`config.mk`:
```
export PLATFORM = sky130hd
export DESIGN_NAME = psdu_byte_packer
export DESIGN_NICKNAME = d
export VERILOG_FILES = /design/src/rtl/rx_pkg.sv /design/src/rtl/psdu_byte_fifo.sv /design/src/rtl/psdu_byte_packer.sv
export SDC_FILE = /design/constraint.sdc
export NUM_CORES = 1
export LEC_CHECK = 0
export ABC_CLOCK_PERIOD_IN_PS = 4950
export BUFFER_PORTS_ARGS = -buffer_cell sky130_fd_sc_hd__buf_4
export CORE_UTILIZATION = 59
export DETAILED_ROUTE_END_ITERATION = 6
export PLACE_DENSITY_LB_ADDON = 0.2
export SYNTH_ARGS = -nofsm -noshare
export SYNTH_HDL_FRONTEND = slang
export SYNTH_SLANG_ARGS = --single-unit
```
`constraint.sdc`:
```
create_clock -name Clock -period 4.95 [get_ports Clock]
set_input_delay 1.485 -clock Clock [delete_from_list [all_inputs] [get_ports Clock]]
set_output_delay 1.485 -clock Clock [all_outputs]
set_load 0.05 [all_outputs]
```
`src/rtl/rx_pkg.sv`:
```
// Shared receive-path types and constants: packer state encoding, SERVICE length, reflected CRC-32.
package rx_pkg;

   typedef enum logic [1:0] {
      ST_IDLE    = 2'd0,
      ST_SERVICE = 2'd1,
      ST_PSDU    = 2'd2,
      ST_DRAIN   = 2'd3
   } rx_state_t;

   localparam int          SERVICE_BITS_DEFAULT = 16;
   localparam logic [31:0] CRC32_INIT           = 32'hFFFF_FFFF;
   localparam logic [31:0] CRC32_POLY_REFL      = 32'hEDB8_8320;
   localparam logic [31:0] CRC32_RESIDUE_REFL   = 32'hDEBB_20E3;

   // One bit of the LSB-first (reflected) CRC-32 shift register.
   function automatic logic [31:0] crc32_step(input logic [31:0] crc, input logic data_bit);
      logic fb;
      fb = crc[0] ^ data_bit;
      return (crc >> 1) ^ (fb ? CRC32_POLY_REFL : 32'h0);
   endfunction

endpackage

```
`src/rtl/psdu_byte_fifo.sv`:
```
// Show-ahead FIFO of {last, byte} entries; zero-latency read, push accepted when full only with a same-cycle pop.
// Sync flush empties it; a push that cannot be accepted is silently discarded (caller flags overflow).
module psdu_byte_fifo #(
   parameter int DEPTH = 4,
   parameter int WIDTH = 9
) (
   input  logic             clk,
   input  logic             rst,
   input  logic             flush,
   input  logic             push,
   input  logic [WIDTH-1:0] push_dat,
   input  logic             pop,
   output logic [WIDTH-1:0] pop_dat,
   output logic             full,
   output logic             empty
);

   localparam int AW = $clog2(DEPTH);

   logic [WIDTH-1:0] mem [DEPTH];
   logic [AW-1:0]    wr_ptr;
   logic [AW-1:0]    rd_ptr;
   logic [AW:0]      count;
   logic             do_push;
   logic             do_pop;

   assign full    = (count == (AW+1)'(DEPTH));
   assign empty   = (count == '0);
   assign do_pop  = pop && !empty;
   assign do_push = push && (!full || do_pop);
   assign pop_dat = mem[rd_ptr];

   always_ff @(posedge clk) begin
      if (do_push && !flush) begin
         mem[wr_ptr] <= push_dat;
      end
   end

   always_ff @(posedge clk) begin
      if (rst || flush) begin
         wr_ptr <= '0;
         rd_ptr <= '0;
         count  <= '0;
      end else begin
         if (do_push) wr_ptr <= wr_ptr + AW'(1);
         if (do_pop)  rd_ptr <= rd_ptr + AW'(1);
         case ({do_push, do_pop})
            2'b10:   count <= count + (AW+1)'(1);
            2'b01:   count <= count - (AW+1)'(1);
            default: count <= count;
         endcase
      end
   end

endmodule

```
`src/rtl/psdu_byte_packer.sv`:
```
// Drops SERVICE bits, packs LENGTH octets LSB-first into a FIFO to the MAC; byte valid 1 cycle after its 8th bit.
// No upstream backpressure: full FIFO without pop drops the byte (sticky Overflow). PSDU_PACKER_FCS_EN adds CRC-32 FcsOk.
module psdu_byte_packer
   import rx_pkg::*;
#(
   parameter int LENGTH_W     = 12,
   parameter int SERVICE_BITS = SERVICE_BITS_DEFAULT,
   parameter int FIFO_DEPTH   = 4
) (
   input  logic                Clock,
   input  logic                Reset,
   input  logic                Start,
   input  logic [LENGTH_W-1:0] Length,
   input  logic                BitIn,
   input  logic                BitValid,
   output logic [7:0]          ByteOut,
   output logic                ByteValid,
   input  logic                ByteReady,
   output logic                LastByte,
   output logic                Done,
   output logic                Busy,
   output logic                Overflow,
   output logic                FcsOk
);

   localparam int SVC_W = $clog2(SERVICE_BITS);

   rx_state_t           state;
   rx_state_t           state_nxt;
   logic [LENGTH_W-1:0] len_q;
   logic [LENGTH_W-1:0] octet_cnt;
   logic [SVC_W-1:0]    svc_cnt;
   logic [2:0]          bit_cnt;
   logic [7:0]          shift_q;
   logic [7:0]          byte_nxt;
   logic                ovf_q;
   logic                psdu_bit;
   logic                byte_done;
   logic                last_oct;
   logic                pop;
   logic                fifo_full;
   logic                fifo_empty;
   logic [8:0]          fifo_dat;

   assign byte_nxt = {BitIn, shift_q[7:1]};
   assign pop      = !fifo_empty && ByteReady;

   // Start overrides everything else, so an abort in any state restarts at SERVICE.
   always_comb begin
      state_nxt = state;
      psdu_bit  = 1'b0;
      byte_done = 1'b0;
      last_oct  = 1'b0;
      if (Start) begin
         state_nxt = ST_SERVICE;
      end else begin
         case (state)
            ST_IDLE: state_nxt = ST_IDLE;
            ST_SERVICE: begin
               if (BitValid && (svc_cnt == SVC_W'(SERVICE_BITS - 1))) begin
                  state_nxt = (len_q == '0) ? ST_DRAIN : ST_PSDU;
               end
            end
            ST_PSDU: begin
               if (BitValid) begin
                  psdu_bit = 1'b1;
                  if (bit_cnt == 3'd7) begin
                     byte_done = 1'b1;
                     last_oct  = (octet_cnt == len_q - LENGTH_W'(1));
                     if (last_oct) state_nxt = ST_DRAIN;
                  end
               end
            end
            ST_DRAIN: begin
               if (fifo_empty) state_nxt = ST_IDLE;
            end
            default: state_nxt = ST_IDLE;
         endcase
      end
   end

   always_ff @(posedge Clock) begin
      if (Reset) begin
         state     <= ST_IDLE;
         len_q     <= '0;
         octet_cnt <= '0;
         svc_cnt   <= '0;
         bit_cnt   <= '0;
         shift_q   <= '0;
         ovf_q     <= 1'b0;
      end else begin
         state <= state_nxt;
         if (Start) begin
            len_q     <= Length;
            octet_cnt <= '0;
            svc_cnt   <= '0;
            bit_cnt   <= '0;
            shift_q   <= '0;
            ovf_q     <= 1'b0;
         end else begin
            if (state == ST_SERVICE && BitValid) svc_cnt <= svc_cnt + SVC_W'(1);
            if (psdu_bit) begin
               shift_q <= byte_nxt;
               bit_cnt <= bit_cnt + 3'd1;
            end
            // Octets are counted even when dropped so the frame end is still found.
            if (byte_done) octet_cnt <= octet_cnt + LENGTH_W'(1);
            if (byte_done && fifo_full && !pop) ovf_q <= 1'b1;
         end
      end
   end

   psdu_byte_fifo #(
      .DEPTH (FIFO_DEPTH),
      .WIDTH (9)
   ) u_fifo (
      .clk      (Clock),
      .rst      (Reset),
      .flush    (Start),
      .push     (byte_done),
      .push_dat ({last_oct, byte_nxt}),
      .pop      (pop),
      .pop_dat  (fifo_dat),
      .full     (fifo_full),
      .empty    (fifo_empty)
   );

   assign ByteValid = !fifo_empty;
   assign ByteOut   = fifo_empty ? 8'h00 : fifo_dat[7:0];
   assign LastByte  = !fifo_empty && fifo_dat[8];
   assign Done      = (state == ST_DRAIN) && fifo_empty;
   assign Busy      = (state != ST_IDLE);
   assign Overflow  = ovf_q;

`ifdef PSDU_PACKER_FCS_EN
   logic [31:0] crc_q;
   logic [31:0] crc_nxt;
   logic        fcs_q;

   assign crc_nxt = crc32_step(crc_q, BitIn);

   always_ff @(posedge Clock) begin
      if (Reset || Start) begin
         crc_q <= CRC32_INIT;
         fcs_q <= 1'b0;
      end else if (psdu_bit) begin
         crc_q <= crc_nxt;
         if (last_oct) fcs_q <= (crc_nxt == CRC32_RESIDUE_REFL);
      end
   end

   assign FcsOk = fcs_q;
`else
   assign FcsOk = 1'b0;
`endif

endmodule

```
* Word-level counts from Yosys, hierarchy flattened
Memories as Yosys holds them, arrays and structs flattened. A register that Yosys moved wholly into a read port is not among the register bits. Cells that the tools add are included.
Storage, ports and cells: register bits after elaboration 49, memory bits (writable) 36, output and inout bits 14, memories kept 1
Cells by class: $add $sub $neg 8, equal/unequal tests 19, mux-type cells 25, reduce and logical (&&, ||, !) cells 24
Memories:
- u_fifo.mem | depth 4, width 9, read ports 1, clocked after Yosys merged registers in 1, wr ports 1, line psdu_byte_fifo.sv:20 | logic [WIDTH-1:0] mem [DEPTH];
Operators with widths (number):
- 1-bit two-way mux | 15
- 3-bit != test (second input constant) | 5
- 2-bit two-way mux | 7
- 12-bit by 1-bit adder with 12-bit output (second input constant) | 1
- 12-bit == test | 1
- 12-bit zero test | 1
- 12-bit by 1-bit subtractor with 12-bit output (second input constant) | 1
- 1-bit logical AND | 10
- 2-bit != test (second input constant) | 5
- 5-bit AND reduction | 2
- 8-bit two-way mux | 1
- 2-bit case mux with 4 select lines | 1
- 3-bit by 1-bit adder with 3-bit output (second input constant) | 2
- 2-bit == test (second input constant) | 3
- 3-bit == test (second input constant) | 2
- 3-bit case mux with 2 select lines | 1
- 2-bit by 1-bit adder with 2-bit output (second input constant) | 2
- 4-bit by 1-bit adder with 4-bit output (second input constant) | 1
- 2-bit by 1-bit == test with 1-bit output (second input constant) | 2
- 4-bit == test (second input constant) | 1
- 1-bit zero test | 4
- 2-bit nonzero test | 2
- 3-bit zero test | 1
- 3-bit by 1-bit subtractor with 3-bit output (second input constant) | 1
- other kinds (3) | 4

* Longest topological paths before layout
Gate-level depths: netlist of run 1.
depth in word-level cells 9, depth in mapped cells 15, depth with buffers taken out 12

* Modules after synthesis
Synthesis of run 1 repeated with hierarchy kept, for this count alone.
Second synthesis, totals: cells, all modules 367, area, all modules 4065.1 µm²
Modules (own cells, without submodules):
- psdu_byte_packer | times used 1, cells an instance 253, area each 2202.1 µm²
- psdu_byte_fifo | times used 1, cells an instance 114, area each 1863.0 µm²

* Worst setup path before layout of run 1
OpenSTA, ideal clock, no wires.
kind input to register, start point input Start, end point register u_fifo.count[2], library setup time 0.070 ns, data arrival time 3.972 ns, slack 0.907 ns, cell stages on the path 14, buffers on the path 4, path through clkbuf_1 > and3b_1 > clkbuf_1 > and2_1 > clkbuf_1 > nor2b_1 > clkbuf_1 > inv_1 > ha_1 > inv_1 > fa_1 > xor2_1 > or3_1 > a21oi_1
On the way: longest elaborated chain between the ends 4
Ends and longest elaborated chain:
- start, declared | line psdu_byte_packer.sv:12 | input logic Start,
- 1-bit two-way mux | line psdu_byte_packer.sv:54 | if (Start) begin
- 1-bit logical AND | line psdu_byte_fifo.sv:30 | assign do_push = push && (!full || do_pop);
- 2-bit by 1-bit == test with 1-bit output / 2-bit == test (equally long branches) | line psdu_byte_fifo.sv:47 | case ({do_push, do_pop})
- 3-bit case mux with 2 select lines / 2-bit nonzero test (equally long branches)
- end signal, assigned | line psdu_byte_fifo.sv:48 | 2'b10: count <= count + (AW+1)'(1);
- end signal, assigned | line psdu_byte_fifo.sv:49 | 2'b01: count <= count - (AW+1)'(1);
- end signal, assigned | line psdu_byte_fifo.sv:50 | default: count <= count;
- end, declared | line psdu_byte_fifo.sv:23 | logic [AW:0] count;
Parallel ways exist; a longest one is shown, timed or not. A chain may end at the register's enable or synchronous reset.

* Final worst setup path of run 1
Same ends and word-level chain as after synthesis.

==> results of run 1 <==
[kinds of logic after synthesis]
family                     share of synthesized area, %
adders and majority gates                          4.89
buffers and inverters                              3.38
and+or+nand+nor                                    15.4
AOI/OAI and AO/OA                                  8.55
muxes                                              8.58
DFF                                                52.1
other                                            0.0939
xor gates and xnor gates                           7.02
[cells in the mapped netlist, drive strengths merged (5+ instances only)]
library cell	n	area share, %
a21oi	13	1.6
and2	16	2.5
clkbuf	15	1.4
dfxtp	50	25
edfxtp	36	27
ha	14	4.4
inv	14	1.3
mux2i	14	3.5
mux4	9	5.1
nand2	13	1.3
nand3	12	1.5
nor2	42	3.9
nor2b	5	0.78
o21ai	8	1.0
o221a	7	2.0
or3	5	0.78
xnor2	14	3.1
xor2	18	3.9
[worst min-delay path: stages, from the launching register on]
cell and delay (ns):
dfxtp_1 0.32, nand2_1 0.06, a21oi_1 0.05
[power groups by stage]
stage	sequential [mW]	combinational, mW	clock [mW]
floorplan	0.764	0.0830	0
global placement	0.769	0.103	0
detailed placement	0.769	0.106	0
CTS	0.752	0.107	0.445
global route	0.755	0.118	0.472
finish	0.753	0.107	0.435
[through the flow]
| stage | hold slack [ns] | total power [mW] | setup WS, ns | instances | utilization [%] |
|---|---|---|---|---|---|
| after floorplan | 0.441 | 0.847 | 0.907 | 354 | - |
| after global placement | 0.447 | 0.872 | 1.04 | 442 | 65.5 |
| after detailed placement | 0.464 | 0.874 | 0.957 | 442 | 65.5 |
| after CTS | 0.477 | 1.30 | 1.32 | 458 | 68.2 |
| after global routing | 0.494 | 1.35 | 1.01 | 458 | 68.2 |
| final | 0.474 | 1.29 | 1.31 | 458 | 68.2 |
[registers in the layout, indices dropped and copies added, names as in the netlist, named ones only]
signal and count:
bit_cnt 3, Overflow 1, u_fifo.mem 36, svc_cnt 4, u_fifo.rd_ptr 2, octet_cnt 12, u_fifo.count 3, state 2
len_q 12, u_fifo.wr_ptr 2, shift_q 7
[routing by layer]
metal | vias to the layer above | share of wire, % | GRT usage, %
li1 | 1308 | - | -
met1 | 1217 | 46 | 26.0
met2 | 34 | 50 | 37.4
met3 | 6 | 2.4 | 4.33
met4 | 0 | 1.1 | 8.46
met5 | - | 0 | 0
[layout by cell type (no fill, tap or decap), types with 2 or more instances in the layout]
cell type / netlist / final
a21oi_1: 13 / 13
and2_1: 16 / 16
and3_1: 3 / 3
buf_4: 1 / 30
clkbuf_8: 0 / 9
clkinv_2: 0 / 2
clkinv_4: 0 / 3
dfxtp_1: 50 / 50
edfxtp_1: 36 / 36
ha_1: 14 / 14
inv_1: 14 / 14
mux2i_1: 14 / 14
mux4_2: 9 / 9
nand2_1: 12 / 12
nand3_1: 12 / 12
nand4_1: 4 / 4
nor2_1: 42 / 42
nor2b_1: 5 / 5
nor3_1: 4 / 4
nor4_1: 4 / 4
nor4b_1: 2 / 2
o211ai_1: 2 / 2
o21ai_0: 8 / 8
o221a_2: 7 / 7
or2_2: 2 / 2
or3_1: 5 / 5
or4_1: 2 / 2
xnor2_1: 14 / 14
xor2_1: 18 / 18
[cell type report]
type	count	area, um^2
Clock buffer	9	124
Clock inverter	7	48.8
Fill cell	499	2050
Inverter	14	52.6
Multi-Input combinational cell	235	1780
Sequential cell	86	2080
Tap cell	77	96.3
Timing Repair Buffer	30	225
[path summary, 6_finish.rpt]
path | startpoint | end | depth (start not counted) | slack, ns
max reg2reg | state[0] | u_fifo.count[2] | 12 | 1.94
min reg2reg | bit_cnt[2] | bit_cnt[2] | 2 | 0.47
min | bit_cnt[2] | bit_cnt[2] | 2 | 0.47
max | Start | u_fifo.count[2] | 11 | 1.31
==> impl_metrics.toml, run 1 <==
[global_routing]
grt_pass1_wl_mm = 11.7
grt_max_degree = 30
grt_overflow_total = 0
track_usage_pct = 21.4
antenna_found_initial = 0
grt_pass1_vias = 2494

[cts]
tritoncts = "built"
holdBufCountCts = 0
cts_setup_buffers = 0
cts_buffers = 9
ctsLongestPathBuffers = 2
clkSinkCount = 86
ctsResizeCount = 0
h-tree-depth = 3
cts.clk_slew.worst_paths_ns = 0.09
clockRootBuffer = "clkbuf_8"
worstSkewPairLatency_ns = 0.35

[timing]
setup_viol = 0
fmax_ghz = 0.274
period_share_pct = 73.6
hold_viol_final = 0
rsz0062_at_grt = "no"
totalNegativeSetupSlack_ns = 0
relSlewSlack_pct = 50.4
min_period_ns = 3.64
drv_slew = 0
tightest_slew_ns = 0.738
skew_ns = 0.00912

[drt]
wl_mm = 6.94
via_count = 2565
drcViolationCount = 6
drt_iter0_drc = 135
ant_nets = 0
wire_per_inst_um = 15.1
vias_per_cell = 5.60
dr.pass1.iters = 6

[power]
cell_internal_pwr_mw = 0.970
p_sw_share_pct = 25.1
power_density_nw_per_um2 = 294
p_switching_mw = 0.325
p_leak_nw = 1.66
combinationalPowerShare_pct = 8.3
ir_worst_vdd_uv = 231
power_frac_seq_pct = 58.1
pwr-share-clk_pct = 33.6

[floorplanning]
rows = 29
die_h_um = 84.3
dieArea_um2 = 7100
dieWidth_um = 84.3
pin_count = 32
initial_core_util_pct = 61.8
core_area_um2 = 6460

[placed_design]
place.gp.congestion = 0.835
dpl_cell_area_um2 = 4230
dp_hpwl_mm = 4.88
portBuffers = 30

[synthesis]
syn_nets = 387
syn-instance-count = 354
synth_area_per_cell_um2 = 11.3
yosysUniqueCellTypes = 52
synth-seq-area-share_pct = 52.1
synth_edf_count = 36
syn-cell-area_um2 = 3990
synthFlopType = "dfxtp_1"
ys_async_sr_fraction_pct = 0
ys_ff_latch = 86
yosysWarnings = 0

[worst_setup_path]
cp_slowest_cell = "nor2b_1"
crit_fanout = 18
crit_chain = "buf_4 > and3b_1 > and2_1 > nor2b_1 > inv_1 > ha_1 > inv_1 > fa_1 > xor2_1 > or3_1 > a21oi_1"
critPathTopFamily = "simple AND/OR/NAND/NOR gates"
endpoint_kind = "register"
cp-start-kind = "input pin"
crit_arrival_ns = 3.93
cpPeakStageDelay_ns = 0.42
worstSetupPathType = "input pin to register"
crit_required_ns = 5.24
cp_common_cell = "inv_1"
path_buf_inv = 3

[final_layout]
drive_above_1_share_pct = 18.4
area_growth_pct = 10.3
final_area_um2 = 4410
finalNetCount = 409
n_antenna_cell = 0

[outcome]
status = "complete, but fails checks"
violations = "design-rule violations"

[min_path]
min_path_type = "register to register"

[flow_run]
timing.max_cap.violations = 0
Power figures use the tool's default switching activity.
==> run 2: changes to the inputs <==
--- a/config.mk
+++ b/config.mk
@@ -5,7 +5,7 @@
 export SDC_FILE = /design/constraint.sdc
 export NUM_CORES = 1
 export LEC_CHECK = 0
-export ABC_CLOCK_PERIOD_IN_PS = 4950
+export ABC_CLOCK_PERIOD_IN_PS = 3440
 export BUFFER_PORTS_ARGS = -buffer_cell sky130_fd_sc_hd__buf_4
 export CORE_UTILIZATION = 59
 export DETAILED_ROUTE_END_ITERATION = 6
==> constraint.sdc (replaced) <==
create_clock -name Clock -period 3.44 [get_ports Clock]
set_input_delay 1.032 -clock Clock [delete_from_list [all_inputs] [get_ports Clock]]
set_output_delay 1.032 -clock Clock [all_outputs]
set_load 0.05 [all_outputs]
==> run 2 against run 1 <==
The run still ends with design-rule violations left. Worst hold slack better by 0.0057 ns. Final area rose by 1.2%. Critical path depth decreased by 8. Largest cell class unchanged.
==> impl_metrics.toml, run 2 (same netlist as run 1, synthesis figures left out) <==
[global_routing]
grt_pass1_wl_mm = 12.2
grt_pass1_vias = 2620
track_usage_pct = 22.3
grt_overflow_total = 0
grt_max_degree = 30
antenna_found_initial = 0

[placed_design]
place.gp.congestion = 0.852
portBuffers = 30
dp_hpwl_mm = 5.05
pre_cts_ws_ns = 0.300

[drt]
ant_nets = 0
wl_mm = 7.12
via_count = 2670
drt_iter0_drc = 139
vias_per_cell = 5.78
drcViolationCount = 6
wire_per_inst_um = 15.4
dr.pass1.iters = 6

[worst_setup_path]
crit_arrival_ns = 1.98
cpPeakStageDelay_ns = 0.71
crit_fanout = 9
r2r_start = "state[0]"
path_buf_inv = 1
r2r_slack_ns = 0.68
endpoint_kind = "output port"
crit_required_ns = 2.41
r2r_end = "u_fifo.count[2]"
cp_slowest_cell = "dfxtp_1"
critPathTopFamily = "flip-flops"
worstSetupPathType = "register to output port"
crit_chain = "mux4_2 > and2_1 > buf_4"
cp-start-kind = "register"
reg2regPathDepth = 12

[outcome]
violations = "design-rule violations"
status = "complete, but fails checks"

[final_layout]
area_growth_pct = 11.6
final_cell_mix = "dfxtp_1 (50), nor2_1 (42), edfxtp_1 (36)"
largest_reg_flops = 36
reg_top3 = "u_fifo.mem x36, len_q x12, octet_cnt x12"
finalNetCount = 413
drive_above_1_share_pct = 19.2
regMostFlops = "u_fifo.mem"
n_antenna_cell = 0
final_common_cell = "dfxtp_1"

[floorplanning]
initial_core_util_pct = 61.8
core_area_um2 = 6460
die_h_um = 84.3
rows = 29
dieArea_um2 = 7100
dieWidth_um = 84.3
pin_count = 32

[power]
cell_internal_pwr_mw = 1.47
power_density_nw_per_um2 = 434
combinationalPowerShare_pct = 8.1
ir_worst_vdd_uv = 249
p_switching_mw = 0.462
p_sw_share_pct = 23.9
p_leak_nw = 1.68
power_frac_seq_pct = 56.0
pwr-share-clk_pct = 35.9

[cts]
tritoncts = "built"
holdBufCountCts = 0
cts_buffers = 9
cts_setup_buffers = 0
clkSinkCount = 86
ctsLongestPathBuffers = 2
cts.clk_slew.worst_paths_ns = 0.08
worstSkewPairLatency_ns = 0.34
h-tree-depth = 3
ctsResizeCount = 0
clockRootBuffer = "clkbuf_8"

[timing]
relSlewSlack_pct = 59.5
min_period_ns = 3.02
fmax_ghz = 0.332
tightest_slew_ns = 0.607
whs_ns = 0.479
drv_slew = 0
layout_setup_ws_ns = 0.425
setup_viol = 0
rsz0062_at_grt = "no"
skew_ns = 0.00288
period_share_pct = 87.6
hold_viol_final = 0
totalNegativeSetupSlack_ns = 0

[flow_run]
timing.max_cap.violations = 0

[min_path]
min_path_cells = 2
hold-path-endpoint = "bit_cnt[2]"
min-delay-start = "bit_cnt[2]"
min_path_type = "register to register"
==> run 2: cell types whose count changed in the layout (fill, tap and decap cells not counted) <==
cell,previous run,this run
buf_4,30,34
inv_6,1,2
clkinv_4,3,0
bufinv_16,0,1
clkinvlp_4,0,2
clkinv_2,2,1
==> run 2: area by class of cell <==
| class | instances | area, um^2 |
|---|---|---|
| sequential | 86 | 2080 |
| fill | 489 | 2000 |
| multi-input combinational | 235 | 1780 |
| timing repair buffer | 34 | 255 |
| clock buffer | 9 | 124 |
| tap | 77 | 96.3 |
| clock inverter | 7 | 71.3 |
| inverter | 14 | 52.6 |
==> run 2: power by group through the flow <==
stage               sequential, mW  combinational (mW)  clock (mW)
detailed placement            1.11               0.156           0
finish                        1.08               0.156       0.694
global route                  1.09               0.174       0.752
floorplan                     1.10               0.120           0
CTS                           1.08               0.157       0.704
global placement              1.11               0.152           0
==> run 2: how the worst max path moves through the flow <==
stage | endpoint | slack, ns | from | cells past startpoint
2_1_floorplan | u_fifo.count[2] | 0.006 | BitValid | 14
3_3_place_gp | u_fifo.count[2] | 0.34 | BitValid | 11
3_5_place_dp | u_fifo.count[2] | 0.30 | BitValid | 11
4_1_cts | ByteOut[1] | 0.38 | register | 3
5_1_grt | ByteOut[3] | 0.28 | register | 3
6_report | ByteOut[1] | 0.42 | register | 3
==> run 2: metrics by stage <==
| stage | cells | instance area (um^2) | util, % | power [mW] |
|---|---|---|---|---|
| after detailed placement | 446 | 4260 | 66.0 | 1.26 |
| after global routing | 462 | 4460 | 69.0 | 2.01 |
| after global placement | 446 | 4260 | 66.0 | 1.26 |
| after CTS | 462 | 4460 | 69.0 | 1.94 |
| final | 462 | 4460 | 69.0 | 1.93 |
| after floorplan | 354 | 4000 | - | 1.22 |
==> run 2: worst reg2reg max path, cell delays in order (launching register included) <==
cell and delay (ns):
dfxtp_1 0.39, inv_1 0.08, ha_1 0.30, and3b_1 0.31
and2_1 0.21, nor2b_1 0.13, inv_1 0.07, ha_1 0.18
inv_1 0.07, fa_1 0.38, xor2_1 0.16, or3_1 0.30
a21oi_1 0.13
==> run 2: routing by layer <==
layer  part of all wire (%)  vias to the layer above  global-route usage (%)
met2                     51                       54                    39.6
met4                    2.1                        0                    8.62
met3                    3.1                       16                    5.60
met5                      0                        -                       0
li1                       -                     1316                       -
met1                     44                     1284                    25.9
==> run 3: changes to the inputs <==
--- a/config.mk
+++ b/config.mk
@@ -7,7 +7,7 @@
 export LEC_CHECK = 0
 export ABC_CLOCK_PERIOD_IN_PS = 3440
 export BUFFER_PORTS_ARGS = -buffer_cell sky130_fd_sc_hd__buf_4
-export CORE_UTILIZATION = 59
+export CORE_UTILIZATION = 45
 export DETAILED_ROUTE_END_ITERATION = 6
 export PLACE_DENSITY_LB_ADDON = 0.2
 export SYNTH_ARGS = -nofsm -noshare
==> run 3 against run 2 <==
The run now ends clean. Largest cell class unchanged. Cell count increased by 6.5%. Flip-flop and latch count unchanged. Sequential power hardly changed. Via count decreased by 2.4%. Clock skew increased by 0.0068 ns. Highest routed layer unchanged. First-iteration DRC count is 44% lower. Critical path depth unchanged. Utilization fell by 17 points. Register-to-register slack about the same. Non-clock buffer count is 1 lower. Global-route usage is 5.1 points lower.
==> impl_metrics.toml, run 3 (same netlist as run 1, synthesis figures left out) <==
[floorplanning]
dieArea_um2 = 9260
initial_core_util_pct = 46.2
rows = 34
core_area_um2 = 8640
dieWidth_um = 96.2
pin_count = 32
die_h_um = 96.2

[placed_design]
dp_hpwl_mm = 5.20
place.gp.congestion = 0.842
dp.cells = 476
pre_cts_ws_ns = 0.268
dpl_cell_area_um2 = 4290
portBuffers = 30

[worst_setup_path]
reg2regPathDepth = 12
crit_fanout = 9
endpoint_kind = "output port"
worstSetupPathType = "register to output port"
crit_arrival_ns = 1.98
cp-start-kind = "register"
crit_required_ns = 2.41
r2r_start = "state[0]"

[timing]
drv_slew = 0
whs_ns = 0.466
relSlewSlack_pct = 51.1
totalNegativeSetupSlack_ns = 0
period_share_pct = 87.6
fmax_ghz = 0.332
min_period_ns = 3.01
hold_viol_final = 0
setup_viol = 0
layout_setup_ws_ns = 0.427
rsz0062_at_grt = "no"
tightest_slew_ns = 0.727
skew_ns = 0.00966

[cts]
cts.clk_slew.worst_paths_ns = 0.09
ctsLongestPathBuffers = 2
h-tree-depth = 3
clkSinkCount = 86
holdBufCountCts = 0
cts_setup_buffers = 0
clockRootBuffer = "clkbuf_8"
ctsResizeCount = 0
cts_buffers = 9
worstSkewPairLatency_ns = 0.35
tritoncts = "built"

[final_layout]
final_area_um2 = 4470
nFillCells = 782
finalNetCount = 412
reg_top3 = "u_fifo.mem x36, len_q x12, octet_cnt x12"
largest_reg_flops = 36
regMostFlops = "u_fifo.mem"
multi_input_area_um2 = 1780
final_cell_mix = "dfxtp_1 (50), nor2_1 (42), edfxtp_1 (36)"
fin_cells = 492
regArea_um2 = 2080
n_antenna_cell = 0
area_growth_pct = 11.8
drive_above_1_share_pct = 19.0
final_common_cell = "dfxtp_1"

[drt]
wl_mm = 7.20
vias_per_cell = 5.30
ant_nets = 0
drcViolationCount = 0
via_count = 2606
drt_iter0_drc = 78
wire_per_inst_um = 14.6
dr.pass1.iters = 4

[flow_run]
timing.max_cap.violations = 0

[power]
ir_worst_vdd_uv = 217
cell_internal_pwr_mw = 1.40
power_density_nw_per_um2 = 418
combinationalPowerShare_pct = 8.3
power_frac_seq_pct = 58.0
p_sw_share_pct = 25.2
p_leak_nw = 1.66
pwr-share-clk_pct = 33.7
p_switching_mw = 0.471

[global_routing]
antenna_found_initial = 0
grt_pass1_wl_mm = 11.9
track_usage_pct = 17.2
grt_overflow_total = 0
grt_max_degree = 30
grt_pass1_vias = 2452

[min_path]
min_path_cells = 2
min-delay-start = "bit_cnt[2]"
min_path_type = "register to register"

[outcome]
status = "completed"
-- run 3: final timing paths --
check,slack (ns),to
worst max-delay path,0.43,ByteOut[0]
worst min-delay path,0.47,bit_cnt[2]
worst max register to register,0.67,u_fifo.count[2]
worst min register to register,0.47,bit_cnt[2]
-- run 3: worst max-delay path, cell delays in order, from the launching register on --
cell and delay (ns):
dfxtp_1 0.71, mux4_2 0.57, and2_1 0.17, buf_4 0.18
-- run 3: routing by layer --
layer / track usage [%] / wire, um / share of wire (%) / up-vias
met5: 0 / 0 / 0 / -
met4: 6.72 / 88 / 1.2 / 0
met3: 3.32 / 248 / 3.4 / 9
met2: 29.6 / 3520 / 49 / 49
met1: 21.1 / 3340 / 46 / 1234
li1: - / - / - / 1314
-- run 3: through the flow --
| stage | util [%] | power [mW] |
|---|---|---|
| 2_1_floorplan | - | 1.22 |
| 3_3_place_gp | 49.7 | 1.26 |
| 3_5_place_dp | 49.7 | 1.26 |
| 4_1_cts | 51.7 | 1.89 |
| 5_1_grt | 51.7 | 1.95 |
| 6_report | 51.7 | 1.87 |
-- run 3: power by group through the flow --
stage	clock network (mW)	logic [mW]	registers [mW]
floorplan	0	0.120	1.10
global placement	0	0.151	1.11
detailed placement	0	0.155	1.11
CTS	0.649	0.156	1.08
global route	0.694	0.172	1.09
finish	0.629	0.155	1.08
-- run 3: final cells by class --
type | count | area share [%]
well taps | 108 | 3.03
flip-flops and latches | 86 | 46.6
inverters | 14 | 1.18
multi-input cells | 235 | 39.8
repair buffers | 33 | 5.55
clock buffers | 9 | 2.77
clock inverters | 7 | 1.06
